==> src/rtl/lzc_seq_scan.sv <==
// Sequential leading-zero counter: scans a wide operand one word per cycle, MSW first,
// with a single time-shared word-level LZC and early exit on the first nonzero word.
module lzc_seq_scan #(
   parameter int unsigned WORD_W  = 64,
   parameter int unsigned N_WORDS = 4,
   localparam int unsigned DATA_W = WORD_W * N_WORDS,
   localparam int unsigned CNT_W  = $clog2(DATA_W) + 1
) (
   input  logic              clk,
   input  logic              rst,
   input  logic              in_valid,
   output logic              in_ready,
   input  logic [DATA_W-1:0] in_data,
   output logic              out_valid,
   input  logic              out_ready,
   output logic [CNT_W-1:0]  out_cnt,
   output logic              out_zero
);

   localparam int unsigned LZ_W  = $clog2(WORD_W) + 1;
   localparam int unsigned IDX_W = (N_WORDS > 1) ? $clog2(N_WORDS) : 1;
   localparam logic [IDX_W-1:0] LAST_IDX = IDX_W'(N_WORDS - 1);

   typedef enum logic [1:0] {StIdle, StScan, StDone} state_e;

   state_e              state_q, state_d;
   logic [DATA_W-1:0]   data_q, data_d;
   logic [IDX_W-1:0]    idx_q, idx_d;
   logic [CNT_W-1:0]    acc_q, acc_d;
   logic [CNT_W-1:0]    cnt_q, cnt_d;
   logic                zero_q, zero_d;

   logic [WORD_W-1:0]   word;
   logic [LZ_W-1:0]     word_lz;

   // The operand register shifts left each zero word, so the word under test is always the top one.
   assign word = data_q[DATA_W-1 -: WORD_W];

   always_comb begin
      word_lz = LZ_W'(WORD_W);
      for (int unsigned i = 0; i < WORD_W; i++) begin
         if (word[i]) word_lz = LZ_W'(WORD_W - 1 - i);
      end
   end

   always_comb begin
      state_d = state_q;
      data_d  = data_q;
      idx_d   = idx_q;
      acc_d   = acc_q;
      cnt_d   = cnt_q;
      zero_d  = zero_q;
      unique case (state_q)
         StIdle: begin
            if (in_valid) begin
               data_d  = in_data;
               idx_d   = '0;
               acc_d   = '0;
               state_d = StScan;
            end
         end
         StScan: begin
            if (|word) begin
               cnt_d   = acc_q + CNT_W'(word_lz);
               zero_d  = 1'b0;
               state_d = StDone;
            end else if (idx_q == LAST_IDX) begin
               cnt_d   = CNT_W'(DATA_W);
               zero_d  = 1'b1;
               state_d = StDone;
            end else begin
               acc_d  = acc_q + CNT_W'(WORD_W);
               idx_d  = idx_q + 1'b1;
               data_d = data_q << WORD_W;
            end
         end
         StDone: begin
            if (out_ready) state_d = StIdle;
         end
         default: state_d = StIdle;
      endcase
   end

   always_ff @(posedge clk) begin
      if (rst) begin
         state_q <= StIdle;
         data_q  <= '0;
         idx_q   <= '0;
         acc_q   <= '0;
         cnt_q   <= '0;
         zero_q  <= 1'b0;
      end else begin
         state_q <= state_d;
         data_q  <= data_d;
         idx_q   <= idx_d;
         acc_q   <= acc_d;
         cnt_q   <= cnt_d;
         zero_q  <= zero_d;
      end
   end

   assign in_ready  = (state_q == StIdle) && !rst;
   assign out_valid = (state_q == StDone);
   assign out_cnt   = cnt_q;
   assign out_zero  = zero_q;

endmodule

==> config.mk <==
export PLATFORM = sky130hd
export DESIGN_NAME = lzc_seq_scan
export DESIGN_NICKNAME = d
export VERILOG_FILES = /design/src/rtl/lzc_seq_scan.sv
export SDC_FILE = /design/constraint.sdc
export NUM_CORES = 1
export LEC_CHECK = 0
export ABC_CLOCK_PERIOD_IN_PS = 3100
export CAP_MARGIN = 20
export CORE_MARGIN = 2
export CORE_UTILIZATION = 60
export CTS_CLUSTER_SIZE = 16
export DETAILED_ROUTE_END_ITERATION = 12
export DONT_BUFFER_PORTS = 1
export GPL_ROUTABILITY_DRIVEN = 0
export HOLD_SLACK_MARGIN = 0.03
export PLACE_DENSITY = 0.79
export SLEW_MARGIN = 20
export SYNTH_ARGS = -nofsm -noshare
export SYNTH_HDL_FRONTEND = slang
export SYNTH_SLANG_ARGS = --single-unit
==> constraint.sdc <==
create_clock -name clk -period 3.1 [get_ports clk]
set_clock_uncertainty 0.05 [all_clocks]
set_input_delay 0.465 -clock clk [delete_from_list [all_inputs] [get_ports clk]]
set_output_delay 0.465 -clock clk [all_outputs]
set_load 0.01 [all_outputs]
# After elaboration in Yosys (flattened, before gate mapping)
# Index checks and enable logic that the tools add are counted.
# totals
regBits	279
in_bits	260
word_cells	111
# classes
n_addsub	3
eq_ne	8
muxes	85
n_reduce_logical	9
# op_table
op	n
2-to-1 mux 256 bit	3
one-hot mux 256 bit (2 select lines)	1
2-to-1 mux 7 bit	64
OR reduction 64 bit	1
2-to-1 mux 9 bit	5
one-hot mux 9 bit (2 select lines)	1
2-to-1 mux 2 bit	7
adder 9 x 7 -> 9 bit	1
adder 9 x 7 -> 9 bit, second input constant	1
inequality test 2 bit, second input constant	3
one-hot mux 2 bit (3 select lines)	1
== test 2 bit, second input constant	2
one-hot mux 2 bit (2 select lines)	1
AND reduction 4 bit	1
nonzero test 2 bit	2
inequality test 3 bit, second input constant	1
AND reduction 3 bit	1
adder 2 x 1 -> 2 bit, second input constant	1
== test 2 x 1 -> 1 bit, second input constant	1
zero test 2 bit	1
2-to-1 mux 1 bit	2
inequality test 2 x 1 -> 1 bit, second input constant	1
AND reduction 2 bit	1
logical AND 1 bit	1
zero test 1 bit	1

# Depth between registers and ports, before layout
# Gate-level depths: netlist of the first run.
# depth
ltp_word	66
ltp_mapped	12
ltp_nobuf	12

# Least setup slack after synthesis of the first run
# Ideal clock, no wire load.
# synth_timing
path_type	register to register
start	register data_q[255]
end	register data_q[100]
arrival_time_ns	2.597
t_required_ns	2.959
path_slack_ns	0.362
stages_incl_launch_ff	11
path_buffers	3
cell_sequence	dfxtp_1 -> nor4_2 -> nand4_1 -> or3_1 -> buf_2 -> or4_4 -> nand2_4 -> buf_4 -> buf_4 -> nor2_1 -> a311oi_1
# synth_between
elab_chain_len	3
# synth_lines
item	line	text
start, declared	27	logic [DATA_W-1:0] data_q, data_d;
start signal, assigned	94	data_q <= data_d;
OR reduction 64 bit	63	if (|word) begin
inequality test 2 bit (no line)	-	
AND reduction 4 bit (no line)	-	
# Every way passes these cells.
# A chain may end at the register's enable or synchronous reset.

# Final worst setup path of the first run
# layout_timing
start	register data_q[248]
end	register idx_q[0]
# layout_between
elab_chain_len	3
# layout_lines
item	line	text
OR reduction 64 bit	63	
inequality test 2 bit (no line)	-	
AND reduction 4 bit (no line)	-	
end signal, assigned	95	idx_q <= idx_d;
end, declared	28	logic [IDX_W-1:0] idx_q, idx_d;
# Every way passes these cells.

==> reports/qor.txt, run 1 <==
First-pass GRT wire length -> 51930 um
Root buf cell -> clkbuf_16
Port buffer count -> 0
Crit-path max FO -> 7
Dominant synthesized flop cell -> dfxtp_1
Final HPWL DP -> 23090 um
Clock sink count -> 273
GRT Util Overall -> 0.3003
Share of cells above drive strength 1 -> 0.05257
Diode count -> 0
Synth Warn # -> 0
H-tree depth -> 1
Pin count of the biggest net entering global routing -> 280
Multi-input logic area -> 0.006026 sq mm
Initial antenna violation count -> 0
CTS tree -> done
Final nets -> 1862
Min setup slack post-route -> 0.1382 ns
DRT Pass-1 Iters -> 5
Hold Violations, Final -> 0
R2r setup slk -> 0.14 ns
Die H -> 146.3 um
Detail Route Antenna Nets -> 0
# IOs -> 272
Mapped Area -> 0.01214 sq mm
Hold Path Stages -> 2
FILL cells -> 1690
DR vias/cell -> 6.238
Avg WL per Cell -> 19.51 um
Achievable Freq -> 0.3376 GHz
Outcome -> completed
Die area -> 0.02139 sq mm
Grt ovf -> 0
Final Max Slew Viols -> 0
Count leader, synth -> nand2_1
Top cell type's share of synthesized area -> 0.4500
Max VDD drop -> 0.4596 mV
Hold endpoint -> data_q[10]
Routed wire length on met2 -> 15760 um
Site row count -> 52
Post-synth ARST share -> 0
Leakage -> 5.249 nW
Uppermost layer routed -> met4
Post-Synthesis Cells -> 1591
Max Buffers Root-to-Sink -> 3
Top post-synthesis cells by area -> dfxtp_1, nand2_1, a311oi_1, nor2_1, a21oi_1
Pwr Total -> 8.828 mW
CP Capture Type -> flop
Syn_nets -> 1855
Final core occ -> 0.7020
Yosys reg bits -> 273
Vias -> 11770
HP Start -> in_data[10]
Final setup viols -> 0
Dpl ws -> 0.1174 ns
Sequential-to-total area share from yosys stat -> 0.4500
Total wire length -> 36810 um
Top post-synthesis cells by count -> nand2_1, dfxtp_1, nor2_1
Slew margin rel. -> 0.3220
Register area -> 0.005465 sq mm
Critical Path RT -> 3.48 ns
Power per Cell Area -> 627.5 mW/mm^2
Min cycle time layout -> 2.962 ns
Worst reg-to-reg path cell count -> 9
Clk slew on worst S/H paths -> 0.06 ns
Crit path DAT -> 3.34 ns
WL met1 -> 15980 um
Worst Tran Pin Value -> 1.017 ns
Combinational group share of total power -> 0.148
Crit share post-route -> 0.9554
Reg-to-reg critical path startpoint -> data_q[248]
Initial DRC count -> 1098
Vias in the first global route -> 9878
Clock Latency Late Sink -> 0.55 ns
Area grow syn2layout -> 15.85%
Syn avg cell area -> 7.633 sq um
Distinct cells, synth -> 50
Detailed-route DRC error count -> 0
Die Wd -> 146.3 um
Starting density of the core -> 0.6060
Worst Hold Class -> input pin to flop
Met3 WL -> 3631 um
EDFF count, synth -> 0
Reg power frac -> 0.458
Synth area leader -> dfxtp_1
Max Cap Viol -> 0
Sw Ratio -> 0.2711
Int Pwr -> 6.435 mW
TritonCTS buffer count -> 29
Worst setup SP type -> flop
Setup CP Type -> flop to flop
Placeable core area -> 0.02004 sq mm
Switch Pwr -> 2.393 mW
Clock share of power -> 0.394
FF-to-FF End -> idx_q[0]
## power by group through the flow
stage / combinational, mW / clock [mW] / sequential [mW]
after floorplan: 0.941 / 0 / 4.03
after global placement: 1.08 / 0 / 4.09
after detailed placement: 1.11 / 0 / 4.10
after CTS: 1.13 / 3.51 / 4.03
after global routing: 1.44 / 3.64 / 4.08
final: 1.30 / 3.48 / 4.04
## cells in the final DEF (no fill, tap or decap), drive strengths merged, types with 6 or more instances in the layout
master	count
nor3	19
o21ai	12
buf	31
a21oi	82
dfxtp	273
a311oi	193
nor4	24
or4	6
inv	14
nand3	69
nand2	464
clkbuf	44
dlygate4sd3	85
nor2	226
## layout make-up
cell class	instances	share of cell area
clock inverter	6	0.007737
multi-input combinational	1165	0.4283
timing repair buffer	116	0.08814
sequential	273	0.3885
inverter	13	0.003469
clock buffer	44	0.05985
tap	270	0.02401
## worst max-delay path: stages, from the launching register on
cell	delay, ns
dfxtp_1	0.35
nor4_2	0.37
nand4_1	0.19
or3_1	0.47
buf_4	0.20
nor4_1	0.24
buf_4	0.20
xnor2_1	0.11
nor3_1	0.06
dlygate4sd3_1	0.59
## metal layers
metal,GRT usage,up-vias
li1,-,5616
met1,0.4490,5458
met2,0.4226,607
met3,0.06563,90
met4,0.1141,0
met5,0,-
## registers in the layout (all words and copies together) (netlist names)
signal	count
idx_q	2
state_q	2
acc_q	3
out_zero	1
data_q	256
out_cnt	9
## stage by stage
step                      std cells  cell area, sq um  hold WS (ns)  setup TNS, ns
final                          1887             14070      0.004171              0
after global routing           1887             14070       0.02701       -0.01369
after CTS                      1808             13200      -0.07357              0
after detailed placement       1749             12160        0.3989              0
after global placement         1749             12160        0.3892              0
after floorplan                1591             12140        0.3856              0
## worst max path at each step
stage	startpoint	to	slack [ns]
2_1_floorplan	data_q[255]	data_q[100]	0.36
3_3_place_gp	data_q[245]	data_q[169]	0.20
3_5_place_dp	data_q[245]	data_q[218]	0.12
4_1_cts	data_q[245]	data_q[218]	0.06
5_1_grt	data_q[252]	out_cnt[7]	-0.009
6_report	data_q[248]	idx_q[0]	0.14
## what timing repair did
item,in CTS,in global routing
endpoints found under the setup margin,0,34
endpoints found under the hold margin,270,154
gates resized for setup,0,6
setup buffers,0,0
hold buffers,9,79
## cells by family after synthesis
group,synth area share
xor gates and xnor gates,0.003607
and+or+nand+nor,0.2812
muxes,0.0008243
adders and majority gates,0.004121
AOI/OAI and AO/OA,0.2013
other,0.0003088
DFF,0.4500
buffers and inverters,0.05862
Note: power is estimated with default switching activity, not from simulation.
==> run 2, diff against run 1 <==
--- a/config.mk
+++ b/config.mk
@@ -8,13 +8,13 @@
 export ABC_CLOCK_PERIOD_IN_PS = 3100
 export CAP_MARGIN = 20
 export CORE_MARGIN = 2
-export CORE_UTILIZATION = 60
+export CORE_UTILIZATION = 35
 export CTS_CLUSTER_SIZE = 16
 export DETAILED_ROUTE_END_ITERATION = 12
 export DONT_BUFFER_PORTS = 1
 export GPL_ROUTABILITY_DRIVEN = 0
 export HOLD_SLACK_MARGIN = 0.03
-export PLACE_DENSITY = 0.79
+export PLACE_DENSITY = 0.52
 export SLEW_MARGIN = 20
 export SYNTH_ARGS = -nofsm -noshare
 export SYNTH_HDL_FRONTEND = slang
==> run 2 against run 1 <==
Critical path depth rose by 1. First-iteration DRC count fell by 25%. Setup slack improved by 0.078 ns. Final cell count rose by 11%. The run now ends with negative hold slack left. Register-to-register slack improved by 0.08 ns. Largest cell class unchanged. Utilization fell by 28 points. Highest routed layer unchanged. Power rose by 1.4%. Sequential share of layout area fell by 0.81 points. Maximum frequency rose by 2.7%. Final area rose by 2.1%.
==> reports/qor.txt, run 2 (same netlist as run 1, synthesis figures left out) <==
Root buf cell -> clkbuf_16
Non-filler cells, final -> 2086 (+11%)
Commonest cells after routing, fill and taps aside -> nand2_1, dfxtp_1, nor2_1
FF-to-FF End -> idx_q[0]
Int Pwr -> 6.533 mW (+1.5%)
Vias -> 11000 (-6.5%)
Detail Route Antenna Nets -> 0 (unchanged)
Switch Pwr -> 2.416 mW (+0.93%)
Outcome -> finished with violations
Inst Count DP -> 1948 (+11%)
Detailed-route DRC error count -> 0 (unchanged)
Final nets -> 1870 (+0.43%)
# IOs -> 272 (unchanged)
CP Capture Type -> flop
Crit share post-route -> 0.9302 (-0.02526)
Hold_ws -> -0.01256 ns (-0.01673 ns)
Die Wd -> 190.3 um (+30%)
DR vias/cell -> 5.274 (-15%)
Worst Tran Pin Value -> 0.7548 ns (-0.2622 ns)
HP Start -> in_data[33]
Setup CP Type -> flop to flop
Share of cells above drive strength 1 -> 0.06384 (+0.01128)
Initial antenna violation count -> 2 (+2)
Final HPWL DP -> 27730 um (+20%)
Min setup slack post-route -> 0.2165 ns (+0.07831 ns)
R2r setup slk -> 0.22 ns (+0.08 ns)
Min cycle time layout -> 2.884 ns (-0.07831 ns)
Reg power frac -> 0.450 (-0.008)
Crit path DAT -> 3.28 ns (-0.06 ns)
Max VDD drop -> 0.3838 mV (-16%)
Pin count of the biggest net entering global routing -> 280 (unchanged)
Final Max Slew Viols -> 0 (unchanged)
Die H -> 190.3 um (+30%)
Max Cap Viol -> 0 (unchanged)
Avg WL per Cell -> 19.03 um (-2.4%)
Site row count -> 68 (+31%)
Combinational group share of total power -> 0.143 (-0.005)
Initial DRC count -> 819 (-25%)
Violated checks -> negative hold slack
Dpl ws -> 0.1123 ns (-0.005126 ns)
Die area -> 0.03620 sq mm (+69%)
H-tree depth -> 1 (unchanged)
Largest register FFs -> 256 (unchanged)
Clock share of power -> 0.407 (+0.013)
Worst reg-to-reg path cell count -> 10 (+1)
Port buffer count -> 0 (unchanged)
Register area -> 0.005466 sq mm (about the same)
Sw Ratio -> 0.2699 (-0.001131)
GRT Util Overall -> 0.2083 (-0.09198)
Final setup viols -> 0 (unchanged)
Placeable core area -> 0.03437 sq mm (+72%)
Crit-path max FO -> 7 (unchanged)
Max Buffers Root-to-Sink -> 3 (unchanged)
Final core occ -> 0.4181 (-0.2840)
Hold Violations, Final -> 8 (+8)
Total wire length -> 39700 um (+7.9%)
Slew margin rel. -> 0.4968 (+0.1748)
FILL cells -> 3584 (+110%)
DRT Pass-1 Iters -> 5 (unchanged)
Worst Hold Class -> input pin to flop
Setup_tns -> 0 ns (unchanged)
Leakage -> 5.307 nW (+1.1%)
Largest Register -> data_q
First-pass GRT wire length -> 59090 um (+14%)
Reg-to-reg critical path startpoint -> data_q[243]
Vias in the first global route -> 10100 (+2.2%)
TritonCTS buffer count -> 31 (+6.9%)
Starting density of the core -> 0.3533 (-0.2527)
Hold Path Stages -> 2 (unchanged)
Clk slew on worst S/H paths -> 0.06 ns (about the same)
Hold endpoint -> data_q[33]
Clock sink count -> 273 (unchanged)
Critical Path RT -> 3.50 ns (+0.02 ns)
Grt ovf -> 0 (unchanged)
Power per Cell Area -> 622.7 mW/mm^2 (-0.77%)
CTS tree -> done
Worst setup SP type -> flop
Area grow syn2layout -> 18.33%
Multi-input logic area -> 0.006011 sq mm (-0.25%)
Clock Latency Late Sink -> 0.56 ns (about the same)
Commonest non-fill, non-tap cell in the layout -> nand2_1
Achievable Freq -> 0.3468 GHz (+2.7%)
RSZ-0062 raised after global routing -> no
run 2: changes by cell type in the layout (fill, tap and decap cells not counted), moves of 2 or more:
cell,change
clkbuf_16,+2
nor4_1,+4
dlygate4sd3_1,-7
nor4_2,-4
buf_4,+14
clkinv_2,+3
clkbuf_8,+2
diode_2,+2
run 2: per-stage QoR:
stage	area [sq um]	total power [mW]
after floorplan	12140	4.975
after global placement	12520	5.264
after detailed placement	12520	5.292
after CTS	13600	8.956
after global routing	14370	9.385
final	14370	8.948
run 2: area by class of cell:
| type | instances | area share |
|---|---|---|
| Sequential cell | 273 | 0.3804 |
| Inverter | 13 | 0.003396 |
| Timing Repair Buffer | 122 | 0.08742 |
| Tap cell | 455 | 0.03962 |
| Clock inverter | 8 | 0.006530 |
| Multi-Input combinational cell | 1165 | 0.4183 |
| Antenna cell | 2 | 0.0003483 |
| Clock buffer | 48 | 0.06400 |
run 2: worst max-delay path by stage:
stage	end	slack [ns]	cells after the start	startpoint
3_3_place_gp	data_q[167]	0.16	9	data_q[240]
6_report	idx_q[0]	0.22	10	data_q[243]
5_1_grt	out_cnt[7]	0.01	11	data_q[244]
3_5_place_dp	data_q[91]	0.11	9	data_q[240]
2_1_floorplan	data_q[100]	0.36	10	data_q[255]
4_1_cts	data_q[91]	0.07	9	data_q[240]
run 2: what timing repair did:
| item | 4_1_cts | 5_1_grt |
|---|---|---|
| endpoints found under the hold margin | 271 | 196 |
| resized for setup | 0 | 5 |
| endpoints found under the setup margin | 0 | 122 |
| hold buffers | 7 | 72 |
| setup buffers | 0 | 1 |
run 2: power by group through the flow:
stage | logic [mW] | registers (mW) | clock network, mW
global route | 1.44 | 4.07 | 3.88
CTS | 1.20 | 4.02 | 3.73
finish | 1.28 | 4.03 | 3.64
global placement | 1.17 | 4.09 | 0
detailed placement | 1.19 | 4.10 | 0
floorplan | 0.941 | 4.03 | 0
run 2: metal layers:
| metal | up-vias | GRT usage | part of all wire |
|---|---|---|---|
| met4 | 0 | 0.05069 | 0.024 |
| met1 | 4994 | 0.3148 | 0.49 |
| met5 | - | 0 | 0 |
| met2 | 308 | 0.2972 | 0.42 |
| met3 | 54 | 0.04582 | 0.071 |
| li1 | 5645 | - | - |
run 2: critical path: stages (launching register included):
cell	delay (ns)
dfxtp_2	0.35
nor4_2	0.30
buf_4	0.16
nand4_1	0.14
or3_4	0.42
buf_4	0.18
nor4_1	0.22
buf_4	0.20
xnor2_1	0.12
nor3_1	0.06
dlygate4sd3_1	0.58
